### config.mk
export PLATFORM = sky130hd
export DESIGN_NAME = periph_rx_arbiter
export DESIGN_NICKNAME = d
export VERILOG_FILES = /design/src/rtl/lycan_globals.sv /design/src/rtl/lycan_rr_pick.sv /design/src/rtl/periph_rx_arbiter.sv
export SDC_FILE = /design/constraint.sdc
export NUM_CORES = 1
export LEC_CHECK = 0
export ABC_AREA = 0
export CELL_PAD_IN_SITES_DETAIL_PLACEMENT = 0
export CELL_PAD_IN_SITES_GLOBAL_PLACEMENT = 1
export CORE_AREA = 2 2 129 131
export CTS_BUF_LIST = sky130_fd_sc_hd__clkbuf_8 sky130_fd_sc_hd__clkbuf_16
export CTS_CLUSTER_DIAMETER = 150
export DETAILED_ROUTE_END_ITERATION = 6
export DIE_AREA = 0 0 131 133
export DONT_BUFFER_PORTS = 1
export PLACE_DENSITY_LB_ADDON = 0.1
export SLEW_MARGIN = 20
export SYNTH_ARGS = -nofsm -noshare
export SYNTH_HDL_FRONTEND = slang
export SYNTH_HIERARCHICAL = 1
export SYNTH_SLANG_ARGS = --single-unit
### constraint.sdc
create_clock -name clk -period 8.2 [get_ports clk]
set_input_delay 0 -clock clk [delete_from_list [all_inputs] [get_ports clk]]
set_output_delay 0 -clock clk [all_outputs]
set_load 0.005 [all_outputs]
### src/rtl/lycan_globals.sv
// Shared constants and types for the Lycan peripheral/USB datapath.
package lycan_globals;

    localparam int num_peripherals      = 8;
    localparam int rx_max_burst         = 16;
    localparam int usb_packet_width     = 32;
    localparam int periph_address_width = 3;

    typedef enum logic [1:0] {
        IDLE,
        FETCH,
        LATCH,
        SEND
    } rx_arb_state_t;

endpackage

### src/rtl/lycan_rr_pick.sv
// Combinational round-robin picker: first set bit of req at or after ptr, wrapping.
module lycan_rr_pick #(
    parameter int N  = 8,
    parameter int IW = (N > 1) ? $clog2(N) : 1
) (
    input  logic [N-1:0]  req,
    input  logic [IW-1:0] ptr,
    output logic [IW-1:0] idx,
    output logic          any
);

    logic [IW-1:0] pos;

    always_comb begin
        idx = '0;
        any = 1'b0;
        pos = '0;
        for (int k = 0; k < N; k++) begin
            pos = IW'((int'(ptr) + k) % N);
            if (!any && req[pos]) begin
                idx = pos;
                any = 1'b1;
            end
        end
    end

endmodule

### src/rtl/periph_rx_arbiter.sv
// Drains the peripheral RX FIFOs round-robin (almost-full first) onto the
// single registered USB-bound packet stream.
module periph_rx_arbiter
    import lycan_globals::*;
#(
    parameter int NUM_PERIPHS = num_peripherals,
    parameter int MAX_BURST   = rx_max_burst
) (
    input  logic                                             clk,
    input  logic                                             rst,
    input  logic [NUM_PERIPHS-1:0][usb_packet_width-1:0]     periph_rx_data,
    input  logic [NUM_PERIPHS-1:0]                           periph_rx_empty,
    input  logic [NUM_PERIPHS-1:0]                           periph_rx_almost_full,
    input  logic [NUM_PERIPHS-1:0]                           periph_ready,
    output logic [NUM_PERIPHS-1:0]                           periph_rx_read,
    output logic [usb_packet_width-1:0]                      usb_data,
    output logic                                             usb_valid,
    input  logic                                             usb_ready,
    output logic [$clog2(NUM_PERIPHS)-1:0]                   grant_idx,
    output logic                                             busy
);

    localparam int IW = $clog2(NUM_PERIPHS);
    localparam int BW = (MAX_BURST > 1) ? $clog2(MAX_BURST) : 1;

    rx_arb_state_t               state_q, state_d;
    logic [IW-1:0]               grant_q, grant_d;
    logic [IW-1:0]               rr_ptr_q, rr_ptr_d;
    logic [BW-1:0]               burst_cnt_q, burst_cnt_d;
    logic [usb_packet_width-1:0] usb_data_q, usb_data_d;
    logic                        usb_valid_q, usb_valid_d;

    logic [NUM_PERIPHS-1:0] req, urgent, grant_mask;
    logic [IW-1:0]          urg_idx, all_idx, pick_idx;
    logic                   urg_any, all_any;
    logic                   accept, other_urgent, can_continue;

    assign req    = ~periph_rx_empty & periph_ready;
    assign urgent = req & periph_rx_almost_full;

    lycan_rr_pick #(.N(NUM_PERIPHS), .IW(IW)) u_pick_urgent (
        .req (urgent),
        .ptr (rr_ptr_q),
        .idx (urg_idx),
        .any (urg_any)
    );

    lycan_rr_pick #(.N(NUM_PERIPHS), .IW(IW)) u_pick_all (
        .req (req),
        .ptr (rr_ptr_q),
        .idx (all_idx),
        .any (all_any)
    );

    assign pick_idx     = urg_any ? urg_idx : all_idx;
    assign grant_mask   = NUM_PERIPHS'(1) << grant_q;
    assign other_urgent = |(urgent & ~grant_mask);
    assign accept       = usb_valid_q & usb_ready;
    // A burst keeps going only while the granted FIFO can safely be read again.
    assign can_continue = (burst_cnt_q < BW'(MAX_BURST - 1)) && req[grant_q] && !other_urgent;

    always_comb begin
        state_d        = state_q;
        grant_d        = grant_q;
        rr_ptr_d       = rr_ptr_q;
        burst_cnt_d    = burst_cnt_q;
        usb_data_d     = usb_data_q;
        usb_valid_d    = usb_valid_q;
        periph_rx_read = '0;
        case (state_q)
            IDLE: begin
                if (all_any) begin
                    grant_d     = pick_idx;
                    burst_cnt_d = '0;
                    state_d     = FETCH;
                end
            end
            FETCH: begin
                if (!periph_rx_empty[grant_q]) begin
                    periph_rx_read[grant_q] = 1'b1;
                    state_d                 = LATCH;
                end else begin
                    state_d = IDLE;
                end
            end
            LATCH: begin
                usb_data_d  = periph_rx_data[grant_q];
                usb_valid_d = 1'b1;
                state_d     = SEND;
            end
            SEND: begin
                if (accept) begin
                    usb_valid_d = 1'b0;
                    if (can_continue) begin
                        periph_rx_read[grant_q] = 1'b1;
                        burst_cnt_d             = burst_cnt_q + 1'b1;
                        state_d                 = LATCH;
                    end else begin
                        rr_ptr_d = (grant_q == IW'(NUM_PERIPHS - 1)) ? '0 : grant_q + 1'b1;
                        state_d  = IDLE;
                    end
                end
            end
            default: state_d = IDLE;
        endcase
    end

    always_ff @(posedge clk or negedge rst) begin
        if (!rst) begin
            state_q     <= IDLE;
            grant_q     <= '0;
            rr_ptr_q    <= '0;
            burst_cnt_q <= '0;
            usb_data_q  <= '0;
            usb_valid_q <= 1'b0;
        end else begin
            state_q     <= state_d;
            grant_q     <= grant_d;
            rr_ptr_q    <= rr_ptr_d;
            burst_cnt_q <= burst_cnt_d;
            usb_data_q  <= usb_data_d;
            usb_valid_q <= usb_valid_d;
        end
    end

    assign usb_data  = usb_data_q;
    assign usb_valid = usb_valid_q;
    assign grant_idx = grant_q;
    assign busy      = (state_q != IDLE);

endmodule
# Word-level counts from Yosys, hierarchy flattened

Cells that the tools add are included.

Add/sub/neg operators: 9
Order comparisons: 11
Eq/ne operators: 7
Shift operators: 1
Multiplexer cells: 89
Bitwise operators: 7
Reductions and logical operators: 42

Operators by type and width:

| cell                | count |
|---|---|
| $bmux 32 s3         | 1 |
| $bmux 1 s3          | 18 |
| $mux 3              | 18 |
| $lt 3x4->1 const B  | 9 |
| $mux 1              | 36 |
| $mux 32             | 1 |
| $and 8x8->8         | 3 |
| $mux 8              | 3 |
| $logic_and 1x1->1   | 17 |
| $not 8->8           | 2 |
| $pmux 8 s2          | 1 |
| $logic_not 1->1     | 15 |
| $add 3x3->3 const B | 4 |
| $mux 4              | 3 |
| $mux 2              | 4 |
| $pmux 2 s4          | 1 |
| $pmux 4 s2          | 1 |
| $reduce_or 8->1     | 1 |
| $shl 1x3->8 const A | 1 |
| $add 3x1->3 const B | 2 |
| $add 3x2->3 const B | 2 |
| $ne 2x2->1 const B  | 3 |
| $reduce_and 2->1    | 3 |
| $reduce_bool 2->1   | 3 |
| 13 further kinds    | 14 |

Register bits: 45
Input bits: 283

# Longest topological paths before layout

Word-level depth: 28
Depth in mapped cells: 15
Depth with buffers taken out: 11

# Cells and area by module

Netlist, hierarchy kept.

By module, submodules not included:

| module            | instances | cells each | area each (um^2) | seq. area each (um^2) |
|---|---|---|---|---|
| periph_rx_arbiter | 1         | 363        | 4282.9           | 1126.1 |
| lycan_rr_pick     | 2         | 121        | 1081.0           | 0.0 |

# Worst setup path before layout

No wires, ideal clock.

Kind: register to register
From: register rr_ptr_q[1]
To: register burst_cnt_q[0]
Setup time: 0.128 ns
Arrival time: 3.257 ns
Slack: 4.816 ns
Cell stages (with the launch flop): 16
Path through: dfrtp_1 buf_2 buf_2 inv_1 ha_1 buf_6 buf_2 a2111oi_0 o41a_1 o21ai_2 nor3_2 nand2_1 nor3b_1 clkbuf_1 nor2_1 mux2_1

Word-level cells in the longest chain between the ends: 26
Elaborated cells between the ends (all ways): 47
Classes of those cells: 7 x add/sub; 1 x eq/ne; 24 x mux; 15 x reduce/logical

RTL lines:

| element                                                              | RTL line                 | RTL |
|---|---|---|
| from (decl)                                                          | periph_rx_arbiter.sv:28  | `logic [IW-1:0] rr_ptr_q, rr_ptr_d;` |
| from (signal assigned)                                               | periph_rx_arbiter.sv:119 | `rr_ptr_q <= rr_ptr_d;` |
| parallel branches: the longest is 23 deep, another holds $add 3x1->3 | --                       |  |
| $mux 1 *                                                             | lycan_rr_pick.sv:20      | `if (!any && req[pos]) begin` |
| net all_any                                                          | periph_rx_arbiter.sv:35  | `logic urg_any, all_any;` |
| $ne 2x2->1 (no source line) *                                        | --                       |  |
| $reduce_and 4->1 (no source line) *                                  | --                       |  |
| to (signal assigned)                                                 | periph_rx_arbiter.sv:120 | `burst_cnt_q <= burst_cnt_d;` |
| to (decl)                                                            | periph_rx_arbiter.sv:29  | `logic [BW-1:0] burst_cnt_q, burst_cnt_d;` |

Mark *: on every way through the listed nets, which the timed path passes. The select of a mux whose other input is x is not followed.
A chain may end at the register's enable or synchronous reset.

# Worst setup path after layout

From: register grant_q[0] (netlist: grant_idx[0])
To: output port periph_rx_read[3]

Word-level cells in the longest chain between the ends: 9
Elaborated cells between the ends (all ways): 20
Classes of those cells: 2 x order compare; 1 x shift; 10 x mux; 2 x bitwise; 5 x reduce/logical

RTL lines:

| element                                                            | RTL line                 | RTL |
|---|---|---|
| from (decl)                                                        | periph_rx_arbiter.sv:27  | `logic [IW-1:0] grant_q, grant_d;` |
| from (signal assigned)                                             | periph_rx_arbiter.sv:118 | `grant_q <= grant_d;` |
| parallel branches: the longest is 8 deep, another holds $lt 3x4->1 | --                       |  |
| $pmux 8 s2 *                                                       | periph_rx_arbiter.sv:70  | `case (state_q)` |
| to (decl)                                                          | periph_rx_arbiter.sv:15  | `output logic [NUM_PERIPHS-1:0] periph_rx_read,` |

Mark *: on every way between the ends. The select of a mux whose other input is x is not followed.

==> metrics.csv <==
stage;metric;value;unit
status;status;finished, final reports clean;
synth;share of the yosys chip area belonging to registers;17.5;%
finish;most common cell after layout, fill and taps aside;mux4_2;
critical_path;critical path endpoint category;output port;
critical_path;crit path DAT;4.10;ns
detailed_routing;DRT met1 WL;10.3;mm
synth;synth unique cells;76;
synth;number of synthesized flops with an enable pin;0;
synth;cells after synthesis;605;
critical_path;CP bufs+invs;1;
cts;clock latency on the worst-skew pair;0.31;ns
cts;CTS Root Buffer Type;clkbuf_16;
flow_run;max cap viols;0;
critical_path;Worst path max stage delay;0.95;ns
pwr;worst IR drop on VDD;186;µV
timing;RSZ-0062 raised after global routing;no;
placement;post-detail-place hpwl;20.3;mm
cts;clk slew on worst S/H paths;0.07;ns
global_route;initial antenna violation count;28;
hold_path;hold path start;periph_rx_data[44];
critical_path;Critical Path Source Type;flop;
placement;Final Wtd Congestion;0.949;
floorplanning;Initial Util;39.9;%
detailed_routing;Initial DRC Count;518;
critical_path;Critical Path, Cell by Cell;inv_2 > ha_1 > nor4bb_1 > or4_4 > a2bb2oi_4 > nand4_4 > a2111oi_2;
floorplanning;die width;131;µm
floorplanning;die area;17400;µm²
detailed_routing;DRT Pass-1 Iters;5;
pwr;PwrDens;411;nW/µm²
critical_path;CP Class;flop to output port;
critical_path;worst r2r src;rr_ptr_q[1];
synth;Synth Flop Type;dfrtp_1;
detailed_routing;vias post-DR;5442;
timing;max frequency;244;MHz
floorplanning;Core ar.;16200;µm²
finish;Final Net Count;868;
finish;layout cells sized above 1;25.0;%
hold_path;worst min-delay path category;input pin to flop;
cts;hold buffer count at CTS;3;
timing;slew margin rel.;25.8;%
cts;clock buffer depth;2;
timing;Setup Skew;0.00771;ns
global_route;GRT Total Usage;28.9;%
floorplanning;Die Span Y;133;µm
timing;tightest hold margin;0.114;ns
cts;CTS Buf Count;5;
timing;Worst-Margin Slew;1.11;ns
detailed_routing;Post-Route WL;25.5;mm
detailed_routing;Met3 Wirelength;3.05;mm
pwr;LEAKAGE;2.60;nW
floorplanning;number of I/O pins;328;
timing;fin crit share;50.0;%
critical_path;CP top delay family;buffers and inverters;
global_route;largest net degree at the start of global routing;81;
critical_path;Worst Path Required;8.20;ns
synth;#FFs+latches synth;45;
finish;area of the multi-input gates;4980;µm²
global_route;vias in the first global route;5152;
timing;Setup TNS Final;0;ns
floorplanning;row cnt;47;
finish;fillers;1596;
timing;Period minus WS final;4.10;ns
timing;setup violators final;0;
placement;number of port buffers;0;
timing;Final Hold Viols;0;
critical_path;Critical Path Source;grant_idx[0];
finish;commonest cells after routing, fill and taps aside;84 x mux4_2, 63 x nand2_1, 50 x mux2i_1, 44 x o21ai_0, 43 x dfrtp_1;
synth;Async SR Flop Fraction;100;%
finish;Synth-to-Final Area Change;5.24;%
critical_path;worst-path fanout max;37;
synth;Syn Nets;899;
synth;Mean Syn Cell Area;10.7;µm²
detailed_routing;residual DRC count;0;
detailed_routing;vias per inst;6.74;
timing;max-slew violation count;0;
detailed_routing;Top Metal Used;met5;
finish;FF+latch area;1130;µm²
synth;yosys warns;6;
cts;Post-CTS Setup Bufs;0;
synth;Post-Syn Area;6440;µm²
cts;cts repair resizes;0;
cts;CTS Sinks;45;
cts;TritonCTS clock tree;built;
detailed_routing;Wirelength per Cell;31.6;µm
critical_path;Worst path slowest cell;inv_2;
detailed_routing;WL met2;11.6;mm
detailed_routing;Post-DRT Antenna Nets;0;
global_route;first-pass GRT wire length;35.7;mm
cts;htree depth;2;
global_route;grt total ovfl;0;
[Yosys cell counts (all sizes together), types with 4 or more instances]
| library cell | number | area, µm² |
|---|---|---|
| a2111oi | 8 | 108 |
| nand3 | 5 | 25.0 |
| nor2b | 17 | 106 |
| mux2 | 18 | 218 |
| mux2i | 52 | 546 |
| a22oi | 4 | 30.0 |
| xor2 | 4 | 35.0 |
| a31oi | 5 | 31.3 |
| nor3 | 5 | 35.0 |
| nor2 | 34 | 128 |
| and3b | 5 | 47.5 |
| inv | 23 | 86.3 |
| and3 | 9 | 58.8 |
| o311a | 4 | 40.0 |
| ha | 11 | 138 |
| and2 | 4 | 27.5 |
| nor4 | 6 | 37.5 |
| mux4 | 94 | 2150 |
| buf | 34 | 210 |
| a21oi | 25 | 125 |
| clkbuf | 14 | 52.6 |
| a21o | 4 | 30.0 |
| nand2 | 64 | 240 |
| o21ai | 49 | 253 |
| nand2b | 5 | 31.3 |
| dfrtp | 45 | 1130 |
| o21a | 4 | 30.0 |
[report_power, final]
group / leakage [nW] / switching [mW] / internal (mW)
Combinational: 1.96 / 1.04 / 0.943
Sequential: 0.549 / 0.232 / 0.329
Clock: 0.0883 / 0.0970 / 0.151
Total: 2.60 / 1.36 / 1.42
[worst min-delay path: cells and delay by family]
kind            cells  cell delay [ns]
mux                 2             0.26
compound gates      1             0.13
[per-layer routing]
layer  up-vias  track usage (%)
li1       2363                -
met3        43             13.6
met1      2711             39.1
met5         -                0
met2       301             41.5
met4        24             7.74
[sequential cells by signal (all words and copies together) (netlist names)]
name	cells
usb_data	32
burst_cnt_q	4
grant_idx	3
rr_ptr_q	3
state_q	2
usb_valid	1
[cell families (layout without fill, tap and decap cells)]
logic type	Yosys count	in the layout	share of synthesized area, %
and+or+nand+nor	171	171	13.9
muxes	164	164	45.3
AOI/OAI and AO/OA	137	137	15.0
buffers and inverters	71	41	5.42
DFF	45	45	17.5
adders and majority gates	11	11	2.14
xor gates and xnor gates	6	6	0.815
other	0	13	0
[stage by stage]
step                worst slack [ns]  area [µm²]  std cells  total power, mW  util [%]
floorplan                       4.82        6440        605             2.14         -
global placement                4.24        6520        784             2.50      40.3
detailed placement              4.31        6530        784             2.52      40.3
CTS                             4.15        6750        795             2.79      41.7
global route                    3.88        6770        802             3.00      41.8
finish                          4.10        6780        808             2.79      41.9
[cell type report]
class                      instances  share of cell area [%]
clock inverter                     2                   0.498
multi-input combinational        489                    73.5
tap                              220                    4.06
antenna                           13                   0.480
inverter                          23                    1.27
sequential                        45                    16.7
timing repair buffer              10                    1.48
clock buffer                       6                    2.05
[path summary, 6_finish.rpt]
check,slack (ns),depth (start not counted),to
max in group asynchronous,7.74,2,usb_data[2]
setup / recovery,4.10,7,periph_rx_read[3]
hold / removal,0.11,3,usb_data[12]
min in group asynchronous,0.21,2,usb_data[15]
hold reg to reg,0.51,2,usb_data[6]
setup reg to reg,4.25,12,grant_idx[0]
(Power assumes the default switching activity.)
